### src/rtl/mode_selector.sv
// Run/idle/fault mode tracker with a one-hot field selector for the bottling panel.
// Field stepping supports wrap within the mode's active range and hold-to-repeat.
module mode_selector #(
    parameter int unsigned N_SEL         = 5,
    parameter int unsigned N_IDLE        = 2,
    parameter int unsigned RESET_IDX     = 1,
    parameter int unsigned REPEAT_DELAY  = 8,
    parameter int unsigned REPEAT_PERIOD = 4,
    localparam int unsigned IW = (N_SEL > 1) ? $clog2(N_SEL) : 1
) (
    input  logic             clk,
    input  logic             reset_n,
    input  logic             flip_working,
    input  logic             shift_fwd,
    input  logic             shift_back,
    input  logic             fault,
    input  logic             fault_clear,
    output logic             working,
    output logic             faulted,
    output logic [N_SEL-1:0] selection,
    output logic [IW-1:0]    sel_index,
    output logic             sel_changed
);

    localparam logic [1:0] ST_IDLE  = 2'd0;
    localparam logic [1:0] ST_RUN   = 2'd1;
    localparam logic [1:0] ST_FAULT = 2'd2;

    localparam int unsigned RMAX = (REPEAT_DELAY > REPEAT_PERIOD) ? REPEAT_DELAY : REPEAT_PERIOD;
    localparam int unsigned CW   = $clog2(RMAX + 1);

    localparam logic [N_SEL-1:0] ONE_HOT_0 = {{(N_SEL-1){1'b0}}, 1'b1};
    localparam logic [N_SEL-1:0] RESET_SEL = ONE_HOT_0 << RESET_IDX;

    logic [1:0]       state_q, state_d;
    logic             fwd_q, back_q;
    logic [CW-1:0]    cnt_q, cnt_d;
    logic             rep_q, rep_d;
    logic [IW-1:0]    idx_q, idx_d;
    logic [N_SEL-1:0] sel_q;
    logic             chg_q;
    logic             working_q, faulted_q;

    logic             rise_fwd, rise_back, one_held;
    logic             step_fwd, step_back;
    logic [31:0]      range, cur, nxt;

    always_comb begin
        state_d = state_q;
        case (state_q)
            ST_IDLE:  if (fault) state_d = ST_FAULT;
                      else if (flip_working) state_d = ST_RUN;
            ST_RUN:   if (fault) state_d = ST_FAULT;
                      else if (flip_working) state_d = ST_IDLE;
            ST_FAULT: if (fault_clear && !fault) state_d = ST_IDLE;
            default:  state_d = ST_IDLE;
        endcase
    end

    assign rise_fwd  = shift_fwd  & ~fwd_q;
    assign rise_back = shift_back & ~back_q;
    assign one_held  = shift_fwd ^ shift_back;

    // cnt_q counts cycles since the last step while exactly one button is held; 0 means inactive.
    always_comb begin
        step_fwd  = 1'b0;
        step_back = 1'b0;
        cnt_d     = cnt_q;
        rep_d     = rep_q;
        if (!one_held) begin
            cnt_d = '0;
            rep_d = 1'b0;
        end else if (rise_fwd || rise_back) begin
            step_fwd  = rise_fwd;
            step_back = rise_back;
            cnt_d     = CW'(1);
            rep_d     = 1'b0;
        end else if (cnt_q != '0) begin
            if (rep_q ? (cnt_q == CW'(REPEAT_PERIOD)) : (cnt_q == CW'(REPEAT_DELAY))) begin
                step_fwd  = shift_fwd;
                step_back = shift_back;
                cnt_d     = CW'(1);
                rep_d     = 1'b1;
            end else begin
                cnt_d = cnt_q + CW'(1);
            end
        end
    end

    // Step within the next state's range, then clamp into the idle range when not running.
    always_comb begin
        range = (state_d == ST_RUN) ? 32'(N_SEL) : 32'(N_IDLE);
        cur   = 32'(idx_q);
        nxt   = cur;
        if (step_fwd) begin
            nxt = (cur == range - 32'd1) ? 32'd0 : cur + 32'd1;
        end else if (step_back) begin
            nxt = (cur == 32'd0) ? range - 32'd1 : cur - 32'd1;
        end
        if (state_d != ST_RUN && nxt >= 32'(N_IDLE)) begin
            nxt = 32'(N_IDLE) - 32'd1;
        end
        idx_d = IW'(nxt);
    end

    always_ff @(posedge clk or negedge reset_n) begin
        if (!reset_n) begin
            state_q   <= ST_IDLE;
            // History starts as "held" so a button held through reset is not seen as an edge.
            fwd_q     <= 1'b1;
            back_q    <= 1'b1;
            cnt_q     <= '0;
            rep_q     <= 1'b0;
            idx_q     <= IW'(RESET_IDX);
            sel_q     <= RESET_SEL;
            chg_q     <= 1'b0;
            working_q <= 1'b0;
            faulted_q <= 1'b0;
        end else begin
            state_q   <= state_d;
            fwd_q     <= shift_fwd;
            back_q    <= shift_back;
            cnt_q     <= cnt_d;
            rep_q     <= rep_d;
            idx_q     <= idx_d;
            sel_q     <= ONE_HOT_0 << idx_d;
            chg_q     <= (idx_d != idx_q);
            working_q <= (state_d == ST_RUN);
            faulted_q <= (state_d == ST_FAULT);
        end
    end

    assign working     = working_q;
    assign faulted     = faulted_q;
    assign selection   = sel_q;
    assign sel_index   = idx_q;
    assign sel_changed = chg_q;

endmodule

### config.mk
export PLATFORM = sky130hd
export DESIGN_NAME = mode_selector
export DESIGN_NICKNAME = d
export VERILOG_FILES = /design/src/rtl/mode_selector.sv
export SDC_FILE = /design/constraint.sdc
export NUM_CORES = 1
export LEC_CHECK = 0
export BUFFER_PORTS_ARGS = -buffer_cell sky130_fd_sc_hd__clkbuf_2
export CAP_MARGIN = 10
export CORE_MARGIN = 10
export CORE_UTILIZATION = 35
export CTS_BUF_LIST = sky130_fd_sc_hd__clkbuf_16
export CTS_CLUSTER_SIZE = 10
export DETAILED_ROUTE_END_ITERATION = 8
export SKIP_CTS_REPAIR_TIMING = 1
export SLEW_MARGIN = 20
export SYNTH_ARGS = -nofsm -noshare
export SYNTH_HDL_FRONTEND = slang
export SYNTH_SLANG_ARGS = --single-unit
### constraint.sdc
create_clock -name clk -period 5 [get_ports clk]
set_input_delay 0.25 -clock clk [delete_from_list [all_inputs] [get_ports clk]]
set_output_delay 0.25 -clock clk [all_outputs]
set_load 0.02 [all_outputs]
# Yosys cells after proc, flatten, opt, wreduce, memory -nomap -nowiden
# Index checks and enable logic that the tools add are counted.
# word_totals
elab_cells,69
reg_bits,20
in_bits,7
output_inout_bits,11
# classes
shift,1
magnitude_cmp,1
mux,29
bitwise,5
n_eq_ne,11
add_sub_neg,4
n_reduce_logical,8
# ops
op,count
$mux 32,3
$eq 3x32->1,1
$ge 32x2->1 const B,1
$mux 4,5
$mux 1,13
$mux 2,5
$sub 3x1->4 const B,2
$mux 3,2
$ne 3x1->1 const B,2
$pmux 2 s3,1
$shl 1x3->5 const A,1
$add 3x1->4 const B,1
$add 4x1->4 const B,1
$eq 2x1->1 const B,2
$eq 2x2->1 const B,2
$eq 4x3->1 const B,1
$eq 4x4->1 const B,1
$reduce_bool 4->1,1
$logic_not 3->1,1
$ne 3x3->1,1
$and 1x1->1,2
$logic_and 1x1->1,2
$logic_not 2->1,1
$ne 2x1->1 const B,1
other kinds (5),6

# Logic depth before layout (Yosys ltp)
# Gate-level depths: netlist (run 1).
# depth
ltp_word,14
depth_mapped,10
mapped_depth_nobuf,9

# Worst setup path after synthesis (run 1)
# Ideal clock, no wire load.
# synth_timing
path_kind,reg2reg
from,"register idx_q[1], in the netlist sel_index[1]"
to,"register chg_q, in the netlist sel_changed"
t_required_ns,4.868
n_path_buf,1
slack_ns,2.646
period_less_slack_ns,2.354
path_stages_with_launch,11
setup_ns,0.132
arrival_time_ns,2.222
path_cell_list,dfrtp_1 > clkbuf_1 > inv_1 > ha_1 > ha_1 > nor3b_1 > a21oi_1 > mux2i_1 > a31o_2 > xnor2_1 > o211ai_2
# synth_between
elab_chain_cells,8
elab_cells_between_ends,12
classes_between,add/sub (2); order compare (1); eq/ne (2); mux (5); reduce/logical (2)
# synth_rtl
element,line_no,source
start: declaration,39,"logic [IW-1:0] idx_q, idx_d;"
start signal: assignment,114,idx_q <= IW'(RESET_IDX);
start signal: assignment,125,idx_q <= idx_d;
$sub 3x1->4 / $logic_not 3->1 (equally long branches),98,nxt = (cur == 32'd0) ? range - 32'd1 : cur - 32'd1;
$mux 32,98,
$mux 32,97,end else if (step_back) begin
$mux 32 *,95,if (step_fwd) begin
$ge 32x2->1,100,if (state_d != ST_RUN && nxt >= 32'(N_IDLE)) begin
$logic_and 1x1->1,100,
$mux 3 *,100,
via nxt[2],46,"logic [31:0] range, cur, nxt;"
$ne 3x3->1 *,127,chg_q <= (idx_d != idx_q);
end signal: assignment,127,
end: declaration,41,logic chg_q;
# Mark *: on every way through the listed nets, which the timed path passes. The rest lies on a longest branch.
# A chain may end at the register's enable or synchronous reset.

# Worst setup path after layout (run 1)
# layout_timing
from,register cnt_q[0]
to,"register chg_q, in the netlist sel_changed"
# layout_between
elab_chain_cells,12
elab_cells_between_ends,18
classes_between,order compare (1); eq/ne (3); mux (12); reduce/logical (2)
# layout_rtl
element,line_no,source
start: declaration,37,"logic [CW-1:0] cnt_q, cnt_d;"
start signal: assignment,123,cnt_q <= cnt_d;
$eq 4x4->1 / $eq 4x3->1 (equally long branches),79,if (rep_q ? (cnt_q == CW'(REPEAT_PERIOD)) : (cnt_q == CW'(REPEAT_DELAY))) begin
$mux 1 (2 in a row),79,
$mux 1,78,end else if (cnt_q != '0) begin
$mux 1,73,end else if (rise_fwd || rise_back) begin
$mux 1,70,if (!one_held) begin
$mux 32,97,
$mux 32 *,95,
$ge 32x2->1,100,
$logic_and 1x1->1,100,
$mux 3 *,100,
$ne 3x3->1 *,127,
# Every way passes the cells marked *; elsewhere a longest branch is shown, timed or not.

==> results.toml, run 1 <==
[run_status]
status = "finished clean"

[timing]
fmax_mhz = 383
rsz0062_at_grt = "false"
setup_viol = 0
hold_viol_final = 0
fin_crit_ns = 2.61
setup_tns_ns = 0
min_period_over_period_pct = 52.2
tightest_slew_ns = 0.520
slew_viol_final = 0
skew_ns = 0.00433
slew_headroom_pct = 64.4

[pwr]
leakagePower_nw = 0.696
power.internal_w = 0.000389
swShare_pct = 27.7
clkPwrFrac_pct = 40.4
p_seq_share_pct = 36.1
switchingPower_w = 0.000149
power.density_nw_per_um2 = 350
comb_power_share_pct = 23.5
irDropWorstVdd_v = 0.000209

[setup_path]
max_stage_delay_ns = 0.47
path_buf_inv = 1
startpoint = "cnt_q[0]"
path_class = "reg -> reg"
cp_max_fo = 9
end_kind = "flip-flop"
path_cells = "inv_1 > ha_1 > and4bb_2 > o31ai_4 > o21ai_2 > a221o_1 > a31oi_1 > o211ai_2"
start_kind = "flip-flop"
worst_ep_arrival_time_ns = 2.74
cpLargestDelayFamily = "compound AO/OA/AOI/OAI gates"
cp_slowest_cell = "o31ai_4"
reg2reg_from = "cnt_q[0]"
worstPathRequired_ns = 5.13

[synthesis]
yosys_warnings = 0
yosysSeqAreaShare_pct = 39.0
synth_edf_count = 0
ys_top_cells_by_count = "dfrtp_1 (16), inv_1 (15), nand2_1 (11)"
synth_top_area_share_pct = 30.9
synth_seq_cells = 20
synth_area_per_cell_um2 = 9.59
synth_top_cell_by_area = "dfrtp_1"
synth-async-reset-ratio_pct = 100
yosysMostFrequentCell = "dfrtp_1"
synth_nets = 147
synth.area.top_cells = "dfrtp_1 (31%), dfstp_2 (8.1%), ha_1 (4.8%), inv_1 (4.3%), mux2i_1 (3.9%)"
syn_inst = 135
ys.flop_type = "dfrtp_1"
synth_area_um2 = 1290
yosysUniqueCellTypes = 47

[finish]
multi_input_area_um2 = 714
areaGrowthSynthToFinish_pct = 18.6
fill_cells = 356
seqCellArea_um2 = 505
drive_gt1_share_pct = 26.6
diodes = 0
final_cell_area_um2 = 1540
nets = 167

[die]
coreArea_um2 = 3610
rows = 22
start_util_pct = 35.9
io_pins = 18
die_h_um = 80.8
die_area_um2 = 6530
dieWidth_um = 80.8

[cts]
cts_htree_levels = 1
clk_latency_ns = 0.25
cts_buffers = 3
cts_sinks = 20
clk_path_buf_depth = 2
cts_tree = "done"
clock-root-buffer = "clkbuf_16"
clk_pin_slew_worst_paths_ns = 0.06

[route]
ant_nets = 0
post_drt_wl_per_cell_um = 14.5
vias_per_cell = 5.34
drt_iter0_markers = 52
dr.pass1.iters = 4
drt_wl_total_um = 2920
vias = 1078
drc = 0

[grt]
grt_max_degree = 21
grt_pass1_vias = 1053
grt_pass1_wl_um = 5130
grtUsageTotal_pct = 9.69
overflow = 0
antenna_found_initial = 0

[placed_design]
finalWeightedCongestion = 0.987
io_buffers = 17
place_area_um2 = 1420
dp_hpwl_um = 2280

[min_path]
hold_class = "in -> reg"
hp-start = "shift_fwd"

[run]
maxCapViolations = 0
==> final cells by class <==
type / instances / share of cell area (%)
Sequential cell: 20 / 32.9
Inverter: 15 / 3.66
Clock inverter: 1 / 1.95
Tap cell: 48 / 3.91
Clock buffer: 3 / 4.89
Multi-Input combinational cell: 97 / 46.5
Timing Repair Buffer: 18 / 6.19
==> sequential cells by signal, summed over array words and instances, names as in the netlist <==
register	flops
faulted	1
state_q	2
working	1
rep_q	1
sel_changed	1
cnt_q	4
selection	5
back_q	1
fwd_q	1
sel_index	3
==> cell families after synthesis <==
| family | Yosys count | synth area share (%) |
|---|---|---|
| DFF | 20 | 39.0 |
| AOI/OAI and AO/OA | 39 | 24.5 |
| adders and majority gates | 5 | 4.83 |
| xor gates and xnor gates | 3 | 2.03 |
| muxes | 5 | 3.86 |
| buffers and inverters | 18 | 5.80 |
| and+or+nand+nor | 45 | 19.9 |
==> routing by layer <==
layer	share of wire [%]	GRT usage (%)	vias up	wire (um)
met2	47	15.0	30	1370
met3	6.5	3.31	6	190
met5	0	0	-	0
li1	-	-	534	-
met1	45	12.3	508	1310
met4	1.8	3.29	0	53
==> placed cells by master (no fill, tap or decap), types with 4 or more instances in the layout <==
| cell type | instances |
|---|---|
| mux2i_1 | 5 |
| a21oi_1 | 8 |
| inv_1 | 15 |
| nand2_1 | 11 |
| a211oi_1 | 4 |
| a31oi_1 | 4 |
| ha_1 | 5 |
| clkbuf_2 | 17 |
| dfstp_2 | 4 |
| nor2_1 | 10 |
| dfrtp_1 | 16 |
==> power by group through the flow <==
stage / clock [W] / sequential, W / combinational, W
finish: 0.000218 / 0.000194 / 0.000127
global route: 0.000231 / 0.000197 / 0.000142
CTS: 0.000224 / 0.000194 / 0.000127
detailed placement: 0 / 0.000197 / 0.000126
global placement: 0 / 0.000196 / 0.000126
floorplan: 0 / 0.000211 / 0.0000743
==> per-stage QoR <==
| step | total power [W] | hold slack (ns) | util, % | instances | worst slack, ns |
|---|---|---|---|---|---|
| floorplan | 0.000285 | -0.0456 | - | 135 | 2.65 |
| detailed placement | 0.000323 | 0.250 | 39.4 | 197 | 2.47 |
| CTS | 0.000545 | -0.0281 | 42.3 | 201 | 2.43 |
| global route | 0.000570 | 0.130 | 42.6 | 202 | 2.21 |
| finish | 0.000539 | 0.126 | 42.6 | 202 | 2.39 |
| global placement | 0.000322 | 0.238 | 39.4 | 197 | 2.47 |
==> worst paths after layout <==
check                           cells after the start  slack, ns           end
worst max-delay path                                8       2.39   sel_changed
worst min-delay path                                1       0.13         fwd_q
worst max register to register                      8       2.39   sel_changed
worst min register to register                      1       0.50    state_q[1]
max in group asynchronous                           2       4.15  sel_index[0]
min in group asynchronous                           2       0.49      cnt_q[3]
Power figures use the tool's default switching activity.
==> run 2, diff against run 1 <==
--- a/config.mk
+++ b/config.mk
@@ -5,6 +5,7 @@
 export SDC_FILE = /design/constraint.sdc
 export NUM_CORES = 1
 export LEC_CHECK = 0
+export ABC_AREA = 1
 export BUFFER_PORTS_ARGS = -buffer_cell sky130_fd_sc_hd__clkbuf_2
 export CAP_MARGIN = 10
 export CORE_MARGIN = 10
==> constraint.sdc (replaced) <==
create_clock -name clk -period 2.7 [get_ports clk]
set_input_delay 0.135 -clock clk [delete_from_list [all_inputs] [get_ports clk]]
set_output_delay 0.135 -clock clk [all_outputs]
set_load 0.02 [all_outputs]
==> run 2 against run 1 <==
Clock power up 38%. Synthesized cell count up 5.2%. Critical path depth up 5. Non-clock buffer count unchanged. Global-route usage down 0.99 points. Sequential share of layout area up 4.3 points. Sequential power up 95%. Flip-flop and latch count unchanged. Combinational power up 130%. Register-to-register slack worse by 1.8 ns. Maximum frequency up 21%. Wire length down 18%. Critical path type unchanged. Critical endpoint unchanged. Largest power group is now sequential cells.
==> results.toml, run 2 <==
[route]
drc = 0
vias = 961
ant_nets = 0
drt_wl_total_um = 2410
drt_iter0_markers = 37
vias_per_cell = 4.64
dr.pass1.iters = 4
post_drt_wl_per_cell_um = 11.6

[finish]
drive_gt1_share_pct = 22.1
fill_cells = 315
nets = 176
areaGrowthSynthToFinish_pct = 19.8
fin_cells = 207
layout_common_cells = "nand2_1 (26), inv_1 (22), nand3_1 (22)"
final_common_cell = "nand2_1"
largest_reg_flops = 5
diodes = 0
final_cell_area_um2 = 1360

[placed_design]
dp_slack_ns = 0.570
place_area_um2 = 1270
dp_hpwl_um = 1880
io_buffers = 17
finalWeightedCongestion = 0.811
placed_cells = 202

[synthesis]
yosysSeqAreaShare_pct = 44.5
synth_compound_area_share_pct = 6.95
synth_nets = 154
syn_inst = 142
yosysUniqueCellTypes = 24
synthXorXnorAreaFrac_pct = 3.75
synth-async-reset-ratio_pct = 100
synth_simple_gate_area_share_pct = 30.1
synth_edf_count = 0
synth_adder_area_share_pct = 5.51
synth.area.top_cells = "dfrtp_1 (35%), nand3_1 (9.7%), dfstp_2 (9.3%), nand2_1 (8.6%), inv_1 (7.3%)"
synth_seq_cells = 20
ys_top_cells_by_count = "nand2_1 (26), inv_1 (22), nand3_1 (22)"
yosys_warnings = 0
ys.flop_type = "dfrtp_1"
synth_top_cell_by_area = "dfrtp_1"
yosysMostFrequentCell = "nand2_1"
synth_top_family_by_area = "simple AND/OR/NAND/NOR gates"
synth_mux_area_share_pct = 0.882
synth_top_area_share_pct = 35.3
synth_area_um2 = 1130
synth_area_per_cell_um2 = 7.99

[timing]
skew_ns = 0.00250
min_period_over_period_pct = 79.9
setup_tns_ns = 0
tightest_slew_ns = 0.508
fmax_mhz = 463
rsz0062_at_grt = "false"
slew_viol_final = 0
slew_headroom_pct = 66.1
setup_viol = 0
hold_viol_final = 0
worst_slack_ns = 0.541
fin_crit_ns = 2.16

[setup_path]
max_stage_delay_ns = 0.57
worstPathRequired_ns = 2.83
path_class = "reg -> reg"
cp_slowest_cell = "dfstp_2"
reg2reg_from = "sel_index[0]"
path_cells = "inv_1 > ha_1 > ha_1 > nand2_1 > nand2_1 > nand3_1 > nand3_2 > nand2_1 > nand2_2 > nand2_1 > nand2_1 > nor2_1 > nand3_1"
rr_endpoint = "sel_changed"
reg2reg_slack_ns = 0.54
cp_max_fo = 7
worst_ep_arrival_time_ns = 2.29
start_kind = "flip-flop"
r2r_cells = 13
end_kind = "flip-flop"
cpMostUsedCell = "nand2_1"

[die]
die_h_um = 76.9
dieWidth_um = 76.9
rows = 20
die_area_um2 = 5920
coreArea_um2 = 3080
start_util_pct = 36.9
io_pins = 18

[min_path]
hp-start = "shift_fwd"
min_to = "fwd_q"
hold_class = "in -> reg"
whs_path_depth = 1

[cts]
cts_buffers = 3
cts_tree = "done"
clk_latency_ns = 0.25
clock-root-buffer = "clkbuf_16"
clk_path_buf_depth = 2
cts_sinks = 20
cts_htree_levels = 1
clk_pin_slew_worst_paths_ns = 0.05

[grt]
grtUsageTotal_pct = 8.70
grt_max_degree = 21
antenna_found_initial = 0
overflow = 0
grt_pass1_vias = 932
grt_pass1_wl_um = 4290

[pwr]
leakagePower_nw = 0.736
irDropWorstVdd_v = 0.000323
power.density_nw_per_um2 = 713

[run]
maxCapViolations = 0

[run_status]
status = "finished clean"
==> run 2: cell count changes in the layout (fill, tap and decap cells not counted), moves of 3 or more <==
| cell | before | now |
|---|---|---|
| a211oi_1 | 4 | 0 |
| a31oi_1 | 4 | 0 |
| inv_1 | 15 | 22 |
| mux2i_1 | 5 | 1 |
| nand2_1 | 11 | 26 |
| nand2_2 | 0 | 5 |
| nand2b_1 | 3 | 0 |
| nand3_1 | 3 | 22 |
==> run 2: worst max path at each step <==
stage                       from  cells past startpoint  slack [ns]     endpoint
global placement    sel_index[0]                     13        0.58  sel_changed
CTS                 sel_index[0]                     13        0.55  sel_changed
finish              sel_index[0]                     13        0.54  sel_changed
detailed placement  sel_index[0]                     13        0.57  sel_changed
floorplan           sel_index[0]                     12        0.65  sel_changed
global route        sel_index[0]                     14        0.36  sel_changed
==> run 2: metrics by stage <==
step                      total power (W)  util (%)  hold slack (ns)
after global routing              0.00105      44.2           0.0292
final                            0.000970      44.2           0.0328
after CTS                        0.000985      43.9           -0.134
after global placement           0.000666      41.3            0.130
after floorplan                  0.000589         -           -0.161
after detailed placement         0.000675      41.3            0.135
==> run 2: worst max-delay path, delay by kind of cell (launching register included) <==
family | cells | cell delay, ns
AND/OR/NAND/NOR | 10 | 0.82
buffers and inverters | 1 | 0.12
adder cells (fa/ha/maj) | 2 | 0.53
flip-flops | 1 | 0.57
==> run 2: layer usage <==
layer,part of all wire (%),vias to the layer above,GRT usage [%]
met5,0,-,0
met4,1.4,0,2.79
met3,5.0,5,3.03
met2,49,20,14.8
met1,45,440,9.94
li1,-,496,-
==> run 2: cells by family (layout without fill, tap and decap cells) <==
group | count (synthesis) | in the layout
fa+ha+maj | 5 | 5
compound gates | 14 | 14
buf+inv | 25 | 46
xor+xnor | 4 | 4
simple gates | 73 | 73
mux | 1 | 1
flops | 20 | 20
==> run 2: power by group <==
| part | internal (W) | switching, W | leakage (nW) |
|---|---|---|---|
| Combinational | 0.0000970 | 0.000194 | 0.445 |
| Clock | 0.000197 | 0.000103 | 0.0385 |
| Sequential | 0.000352 | 0.0000267 | 0.253 |
==> run 2: layout make-up <==
cell class / count / area, um2 / area share (%)
Multi-Input combinational cell: 97 / 536 / 39.4
Clock buffer: 3 / 75.1 / 5.52
Tap cell: 44 / 55.1 / 4.05
Timing Repair Buffer: 18 / 95.1 / 6.99
Sequential cell: 20 / 505 / 37.2
Inverter: 24 / 90.1 / 6.62
Clock inverter: 1 / 3.75 / 0.276
